`src/rtl/ifetch_queue.sv`:
```
// Instruction fetch stage: one outstanding icache request, JAL/BHT predecode of the
// returned word, and a circular instruction queue drained by the decoder.
module ifetch_queue #(
  parameter logic [31:0] RESET_PC = 32'h0,
  parameter int unsigned IQ_DEPTH = 16,
  parameter int unsigned BHT_BITS = 8
) (
  input  logic        clk,
  input  logic        rst_n,
  input  logic        rdy,
  input  logic        rollback,
  input  logic [31:0] rollback_pc,
  output logic [31:0] IC_addr,
  output logic        IC_addr_sgn,
  input  logic [31:0] IC_val,
  input  logic        IC_val_sgn,
  input  logic        BR_upd,
  input  logic [31:0] BR_pc,
  input  logic        BR_taken,
  output logic        ID_valid,
  input  logic        ID_ready,
  output logic [31:0] ID_inst,
  output logic [31:0] ID_pc,
  output logic        ID_pred_jump,
  output logic [31:0] ID_pred_pc
);

  localparam int unsigned PtrW    = $clog2(IQ_DEPTH);
  localparam int unsigned CntW    = PtrW + 1;
  localparam int unsigned BhtSize = 1 << BHT_BITS;
  localparam logic [CntW-1:0] DepthCnt = CntW'(IQ_DEPTH);

  localparam logic [0:0] StIdle = 1'b0;
  localparam logic [0:0] StWait = 1'b1;

  localparam logic [6:0] OpJal    = 7'b1101111;
  localparam logic [6:0] OpBranch = 7'b1100011;

  logic [0:0]      state_q;
  logic [31:0]     pc_q;
  logic [PtrW-1:0] head_q, tail_q;
  logic [CntW-1:0] count_q;

  logic [31:0] q_inst     [IQ_DEPTH];
  logic [31:0] q_pc       [IQ_DEPTH];
  logic        q_pred_jump[IQ_DEPTH];
  logic [31:0] q_pred_pc  [IQ_DEPTH];

  logic [1:0] bht_q [BhtSize];

  logic [BHT_BITS-1:0] br_idx;
  logic                unused_br_bits;
  logic [6:0]          opcode;
  logic [31:0]         j_imm, b_imm;
  logic [1:0]          bht_ctr;
  logic                pred_jump;
  logic [31:0]         pred_pc;
  logic                pop, push, req;

  assign br_idx         = BR_pc[BHT_BITS+1:2];
  assign unused_br_bits = ^{BR_pc[31:BHT_BITS+2], BR_pc[1:0]};

  // Predecode of the returned word against the PC it was fetched from.
  always_comb begin
    opcode    = IC_val[6:0];
    j_imm     = {{11{IC_val[31]}}, IC_val[31], IC_val[19:12], IC_val[20], IC_val[30:21], 1'b0};
    b_imm     = {{19{IC_val[31]}}, IC_val[31], IC_val[7], IC_val[30:25], IC_val[11:8], 1'b0};
    bht_ctr   = bht_q[pc_q[BHT_BITS+1:2]];
    pred_jump = 1'b0;
    pred_pc   = pc_q + 32'd4;
    if (opcode == OpJal) begin
      pred_jump = 1'b1;
      pred_pc   = pc_q + j_imm;
    end else if (opcode == OpBranch) begin
      pred_jump = bht_ctr[1];
      if (bht_ctr[1]) begin
        pred_pc = pc_q + b_imm;
      end
    end
  end

  always_comb begin
    ID_valid     = (count_q != '0);
    ID_inst      = ID_valid ? q_inst[head_q]      : 32'h0;
    ID_pc        = ID_valid ? q_pc[head_q]        : 32'h0;
    ID_pred_jump = ID_valid ? q_pred_jump[head_q] : 1'b0;
    ID_pred_pc   = ID_valid ? q_pred_pc[head_q]   : 32'h0;
    IC_addr      = pc_q;
  end

  // A pop frees a slot this cycle, so a full queue may still issue a request.
  always_comb begin
    pop  = rdy && !rollback && ID_valid && ID_ready;
    push = rdy && !rollback && (state_q == StWait) && IC_val_sgn;
    req  = rst_n && rdy && !rollback && (state_q == StIdle) &&
           ((count_q < DepthCnt) || (ID_valid && ID_ready));
    IC_addr_sgn = req;
  end

  always_ff @(posedge clk) begin
    if (!rst_n) begin
      state_q <= StIdle;
      pc_q    <= RESET_PC;
      head_q  <= '0;
      tail_q  <= '0;
      count_q <= '0;
    end else if (rdy) begin
      if (rollback) begin
        state_q <= StIdle;
        pc_q    <= rollback_pc;
        head_q  <= '0;
        tail_q  <= '0;
        count_q <= '0;
      end else begin
        if (req) begin
          state_q <= StWait;
        end else if (push) begin
          state_q <= StIdle;
          pc_q    <= pred_pc;
        end
        if (push) begin
          tail_q <= tail_q + 1'b1;
        end
        if (pop) begin
          head_q <= head_q + 1'b1;
        end
        if (push && !pop) begin
          count_q <= count_q + 1'b1;
        end else if (pop && !push) begin
          count_q <= count_q - 1'b1;
        end
      end
    end
  end

  always_ff @(posedge clk) begin
    if (push) begin
      q_inst[tail_q]      <= IC_val;
      q_pc[tail_q]        <= pc_q;
      q_pred_jump[tail_q] <= pred_jump;
      q_pred_pc[tail_q]   <= pred_pc;
    end
  end

  // Updates apply even during rollback; only reset and a frozen stage block them.
  always_ff @(posedge clk) begin
    if (!rst_n) begin
      for (int unsigned i = 0; i < BhtSize; i++) begin
        bht_q[i] <= 2'b01;
      end
    end else if (rdy && BR_upd) begin
      if (BR_taken && (bht_q[br_idx] != 2'b11)) begin
        bht_q[br_idx] <= bht_q[br_idx] + 2'd1;
      end else if (!BR_taken && (bht_q[br_idx] != 2'b00)) begin
        bht_q[br_idx] <= bht_q[br_idx] - 2'd1;
      end
    end
  end

endmodule

```
`config.mk`:
```
export PLATFORM = sky130hd
export DESIGN_NAME = ifetch_queue
export DESIGN_NICKNAME = d
export VERILOG_FILES = /design/src/rtl/ifetch_queue.sv
export SDC_FILE = /design/constraint.sdc
export NUM_CORES = 2
export LEC_CHECK = 0
export ABC_AREA = 1
export ABC_CLOCK_PERIOD_IN_PS = 7700
export BUFFER_PORTS_ARGS = -buffer_cell sky130_fd_sc_hd__buf_2
export CAP_MARGIN = 0
export CELL_PAD_IN_SITES_DETAIL_PLACEMENT = 0
export CELL_PAD_IN_SITES_GLOBAL_PLACEMENT = 1
export CORE_ASPECT_RATIO = 1.2
export CORE_MARGIN = 2
export CORE_UTILIZATION = 30
export CTS_BUF_LIST = sky130_fd_sc_hd__clkbuf_4 sky130_fd_sc_hd__clkbuf_8
export CTS_CLUSTER_SIZE = 25
export DETAILED_ROUTE_END_ITERATION = 8
export GPL_TIMING_DRIVEN = 0
export MAX_ROUTING_LAYER = met4
export PLACE_DENSITY = 0.57
export RECOVER_POWER = 25
export SYNTH_ARGS = -nofsm -noshare
export SYNTH_HDL_FRONTEND = slang
export SYNTH_SLANG_ARGS = --single-unit
```
`constraint.sdc`:
```
create_clock -name clk -period 7.7 [get_ports clk]
set_input_delay 1.155 -clock clk [delete_from_list [all_inputs] [get_ports clk]]
set_output_delay 1.155 -clock clk [all_outputs]
set_load 0.01 [all_outputs]
```
### Word level (Yosys, flattened, before mapping)

Memories as Yosys holds them, arrays and structs flattened. A register that Yosys moved wholly into a read port is not among the register bits.
Cells that the tools add are included.

| cells by class | value |
|---|---|
| add/sub/neg operators | 9 |
| order comparisons | 1 |
| eq/ne operators | 4 |
| multiplexer cells | 48 |
| bitwise logic cells | 2 |
| reductions and logical operators | 32 |

Operator list:

| operator | number |
|---|---|
| $mux 32 | 9 |
| $add 32x32->32 | 2 |
| $mux 4 | 12 |
| $add 32x3->32 const B | 1 |
| $mux 8 | 3 |
| $mux 1 | 19 |
| $logic_and 1x1->1 | 15 |
| $mux 5 | 3 |
| $eq 7x7->1 const B | 2 |
| $add 4x1->4 const B | 2 |
| $reduce_and 2->1 | 4 |
| $reduce_bool 2->1 | 3 |
| $reduce_bool 3->1 | 2 |
| $add 5x1->5 const B | 1 |
| $lt 5x5->1 const B | 1 |
| $reduce_bool 5->1 | 1 |
| $sub 5x1->5 const B | 1 |
| $logic_not 1->1 | 4 |
| $mux 2 | 2 |
| $ne 2x2->1 const B | 2 |
| $reduce_and 3->1 | 1 |
| $add 2x1->2 const B | 1 |
| $reduce_or 2->1 | 1 |
| $sub 2x1->2 const B | 1 |
| other kinds (3) | 3 |

| word-level totals | value |
|---|---|
| register bits after elaboration | 46 |
| bits in writable memories | 2064 |
| bits of input ports | 104 |
| output and inout port bits | 131 |
| logic and storage cells | 106 |
| memories | 5 |

Memories:

| name | words | bits a word | rd ports | clocked after Yosys merged registers in | wr ports | RTL line | source |
|---|---|---|---|---|---|---|---|
| bht_q | 256 | 2 | 2 | 1 | 256 | 49 | `logic [1:0] bht_q [BhtSize];` |
| q_inst | 16 | 32 | 1 | 1 | 1 | 44 | `logic [31:0] q_inst [IQ_DEPTH];` |
| q_pc | 16 | 32 | 1 | 1 | 1 | 45 | `logic [31:0] q_pc [IQ_DEPTH];` |
| q_pred_pc | 16 | 32 | 1 | 1 | 1 | 47 | `logic [31:0] q_pred_pc [IQ_DEPTH];` |
| q_pred_jump | 16 | 1 | 1 | 1 | 1 | 46 | `logic q_pred_jump[IQ_DEPTH];` |

### Depth between registers and ports, before layout

An unclocked memory read counts as a cell.

| depth | value |
|---|---|
| word-level depth | 11 |
| mapped depth | 24 |
| mapped depth without buffers | 20 |

### Worst setup path after synthesis

No wires, ideal clock.

| timing | value |
|---|---|
| path kind | input port to flip-flop |
| from | input rdy |
| to | memory q_inst[0][0], enable pin |
| setup time | 551 ps |
| arrival | 5653 ps |
| data required time | 7149 ps |
| slack | 1496 ps |
| stages | 6 |
| buffers on the path | 0 |
| cell sequence | inv_1 -> nor2_1 -> nand3_1 -> inv_1 -> nand2_1 -> nor2_1 |

| on the way | value |
|---|---|
| word-level cells in the longest chain between the ends | 5 |

RTL lines:

| item | RTL line | source |
|---|---|---|
| start: declaration | 10 | `input logic rdy,` |
| $logic_and 1x1->1 (3 in a row) | 94 | `push = rdy && !rollback && (state_q == StWait) && IC_val_sgn;` |
| $mux 1 | 137 | `if (push) begin` |
| $mux 1 (not written as such) | 138 | `q_inst[tail_q] <= IC_val;` |
| end: declaration | 44 |  |

No other way between the ends.

==> results.sh <==
export IMPL_grt_usage_pct=31.3
export IMPL_drive_gt1_share_pct=11.1
export IMPL_cts_max_path_buffers=4
export IMPL_grt_max_degree=37
export IMPL_fin_skew_ns=0.133
export IMPL_slew_viol_final=412
export IMPL_dpl_hpwl_um=349000
export IMPL_clock_fmax_mhz=132
export IMPL_drc=0
export IMPL_endpoint_kind="primary output"
export IMPL_place_inst=13100
export IMPL_areaGrowthSynthToFinish_pct=16.2
export IMPL_first_iter_violations=10600
export IMPL_initial_core_util_pct=30.1
export IMPL_tightest_slew_ns=2.55
export IMPL_seq_area_frac_synth_pct=66.6
export IMPL_cts_resized=4
export IMPL_io_pins=235
export IMPL_cts_sinks=2106
export IMPL_async_flop_share_pct=0
export IMPL_grt_antenna_before_repair=44
export IMPL_synth_top_family_by_area="simple AND/OR/NAND/NOR gates"
export IMPL_clkPwrFrac_pct=41.1
export IMPL_p_comb_share_pct=8.2
export IMPL_die_area_um2=318000
export IMPL_setup_viol=0
export IMPL_power_frac_seq_pct=50.8
export IMPL_crit_top_cell="clkbuf_1"
export IMPL_worstPathCellList="clkbuf_2 -> clkbuf_2 -> inv_1 -> clkbuf_1 -> clkbuf_1 -> clkbuf_1 -> nor2_1 -> o221ai_1 -> nand3_1 -> a21oi_1 -> buf_2"
export IMPL_synthXorXnorAreaFrac_pct=0.596
export IMPL_fin_ws_ns=0.109
export IMPL_timing_rr_end="q_pred_pc[13][18]"
export IMPL_cts_tree="done"
export IMPL_clkTransAtPathRegs_ns=0.06
export IMPL_grt_pass1_vias=75700
export IMPL_period_needed_ns=7.59
export IMPL_cp_start_kind="register"
export IMPL_cts_made_buffers=361
export IMPL_grt_pass1_wl_um=658000
export IMPL_cellPowerDensity_nw_per_um2=230
export IMPL_place_ws_ns=0.0323
export IMPL_status="finished with violations"
export IMPL_yosys_cell_types_count=42
export IMPL_fin_total_pwr_mw=25.1
export IMPL_final_cells=13800
export IMPL_slowest_stage="clkbuf_1"
export IMPL_core_um2=312000
export IMPL_gp_congestion=1.00
export IMPL_max_cap_violations=34
export IMPL_yosysTopAreaCell="edfxtp_1"
export IMPL_min_period_over_period_pct=98.6
export IMPL_rows=225
export IMPL_utilization_pct=35.0
export IMPL_vias=79200
export IMPL_synth_seq_cells=2106
export IMPL_dr_pass1_iters=6
export IMPL_critPathBufInv=7
export IMPL_insertion_delay_ns=1.17
export IMPL_avgSynthCellArea_um2=10.8
export IMPL_rsz0062_at_grt="false"
export IMPL_synthesis_nets=8865
export IMPL_synth_compound_area_share_pct=10.6
export IMPL_relSlewSlack_pct=-69.7
export IMPL_synthSimpleGateAreaFrac_pct=17.7
export IMPL_fp_dieH_um=618
export IMPL_reg2reg_depth=16
export IMPL_leakage_nw=37.3
export IMPL_synth_edf_count=2048
export IMPL_postCtsHoldBufs=0
export IMPL_violations="capacitance limit, slew limit"
export IMPL_postCtsSetupRepairBufs=0
export IMPL_hold_end="IC_addr[0]"
export IMPL_finalWirelength_um=500000
export IMPL_p_int_mw=18.3
export IMPL_yosys_top_cells_area="edfxtp_1, nand2_1, nor2_1"
export IMPL_wire_per_inst_um=36.3
export IMPL_synthesis_area_um2=94100
export IMPL_synthCells=8706
export IMPL_die_w_um=515
export IMPL_switching_power_mw=6.83
export IMPL_min_path_type="in2reg"
export IMPL_nNetsFinal=9529
export IMPL_htree_levels=5
export IMPL_path_class="reg2out"
export IMPL_cts_root_buf="clkbuf_8"
export IMPL_slowest_delay_ns=1.16
export IMPL_whs_path_depth=3
export IMPL_critPathRequiredTime_ns=6.55
export IMPL_hold_viol=0
export IMPL_ant_nets=0
export IMPL_ys_warn_count=0
export IMPL_yosysTopAreaCellShare_pct=65.4
export IMPL_netSwitchingFraction_pct=27.2
export IMPL_cpLargestDelayFamily="buffers and inverters"
export IMPL_synth_mux_area_fraction_pct=0
export IMPL_ir_worst_vdd_mv=0.151
export IMPL_crit_fanout=10
export IMPL_grt_overflow=0
export IMPL_viasPerCell=5.76
export IMPL_synth_adder_area_share_pct=0.755
export IMPL_worstHoldStart="rollback_pc[0]"
export IMPL_port_buffers=209
export IMPL_synthFlopType="edfxtp_1"
export IMPL_r2r_slack_ns=1.29
export IMPL_arrival_ns=6.44
[cell families after synthesis]
logic type / after synthesis
AOI/OAI and AO/OA: 1643
xor gates and xnor gates: 64
adders and majority gates: 55
buffers and inverters: 891
DFF: 2106
and+or+nand+nor: 3947
[Yosys cell counts, drive strengths merged, types with 60 or more instances]
| master | count |
|---|---|
| a21oi | 179 |
| a22oi | 60 |
| buf | 158 |
| clkbuf | 529 |
| edfxtp | 2048 |
| inv | 199 |
| nand2 | 1613 |
| nand3 | 811 |
| nand4 | 193 |
| nor2 | 1269 |
| o211ai | 151 |
| o21ai | 850 |
| o221ai | 267 |
| o22ai | 117 |
[cell type report]
class | instances | area (µm²)
buffer | 687 | 2910
tap | 4086 | 5110
sequential | 2106 | 62700
timing repair buffer | 301 | 2840
inverter | 204 | 766
antenna | 30 | 75.1
clock buffer | 510 | 6120
clock inverter | 126 | 847
multi-input combinational | 5709 | 28000
fill | 31600 | 203000
[worst max path at each step]
stage	start	slack [ns]	end	depth (start not counted)
global placement	rdy	-4.90	q_inst[11][5]	7
global route	register	0.08	ID_pc[20]	11
floorplan	rdy	1.50	q_inst[0][0]	6
CTS	register	0.1	ID_pc[12]	11
finish	register	0.11	ID_pc[20]	11
detailed placement	register	0.03	ID_pc[16]	10
[worst register-to-register path, delay by kind of cell (launching register included)]
| family | cells | cell delay [ns] |
|---|---|---|
| AOI/OAI and AO/OA | 1 | 0.24 |
| and+or+nand+nor | 10 | 1.95 |
| buffers and inverters | 5 | 3.61 |
| DFF | 1 | 0.30 |
[through the flow]
| step | setup TNS (ns) | hold slack, ns | area (µm²) |
|---|---|---|---|
| 3_3_place_gp | -6709.35 | 0.458 | 100000 |
| 4_1_cts | 0 | 0.365 | 109000 |
| 6_report | 0 | 0.425 | 109000 |
| 3_5_place_dp | 0 | 0.463 | 102000 |
| 5_1_grt | 0 | 0.421 | 109000 |
| 2_1_floorplan | 0 | 0.436 | 94100 |
[placed cells by master, fill, tap and decap left out, drive strengths merged, types with 151 or more instances in the layout]
cell	n
o21ai	850
o221ai	267
buf	425
o211ai	151
clkbuf	1073
a21oi	179
inv	216
nand3	811
nor2	1269
nand2	1613
nand4	193
edfxtp	2048
[per-layer routing]
metal | global-route usage, % | vias to the layer above | routed length [µm]
li1 | - | 32900 | -
met1 | 35.1 | 40000 | 179000
met2 | 51.3 | 4904 | 241000
met3 | 5.99 | 1370 | 41400
met4 | 19.9 | 0 | 38000
met5 | - | - | 0
[state kept, by name, indices dropped and copies added, names as in the netlist, named ones only]
register and flops:
bht_q 512, q_inst 512, q_pred_pc 512, q_pc 496, IC_addr 32, q_pred_jump 16, count_q 5, head_q 4
tail_q 4, state_q 1
[power by group through the flow]
stage / sequential, mW / combinational (mW) / clock [mW]
after CTS: 12.8 / 1.96 / 10.4
after floorplan: 12.9 / 0.860 / 0
after detailed placement: 13.0 / 1.96 / 0
final: 12.8 / 2.05 / 10.3
after global placement: 13.0 / 1.95 / 0
after global routing: 12.8 / 2.05 / 10.8
(Power assumes the default switching activity.)
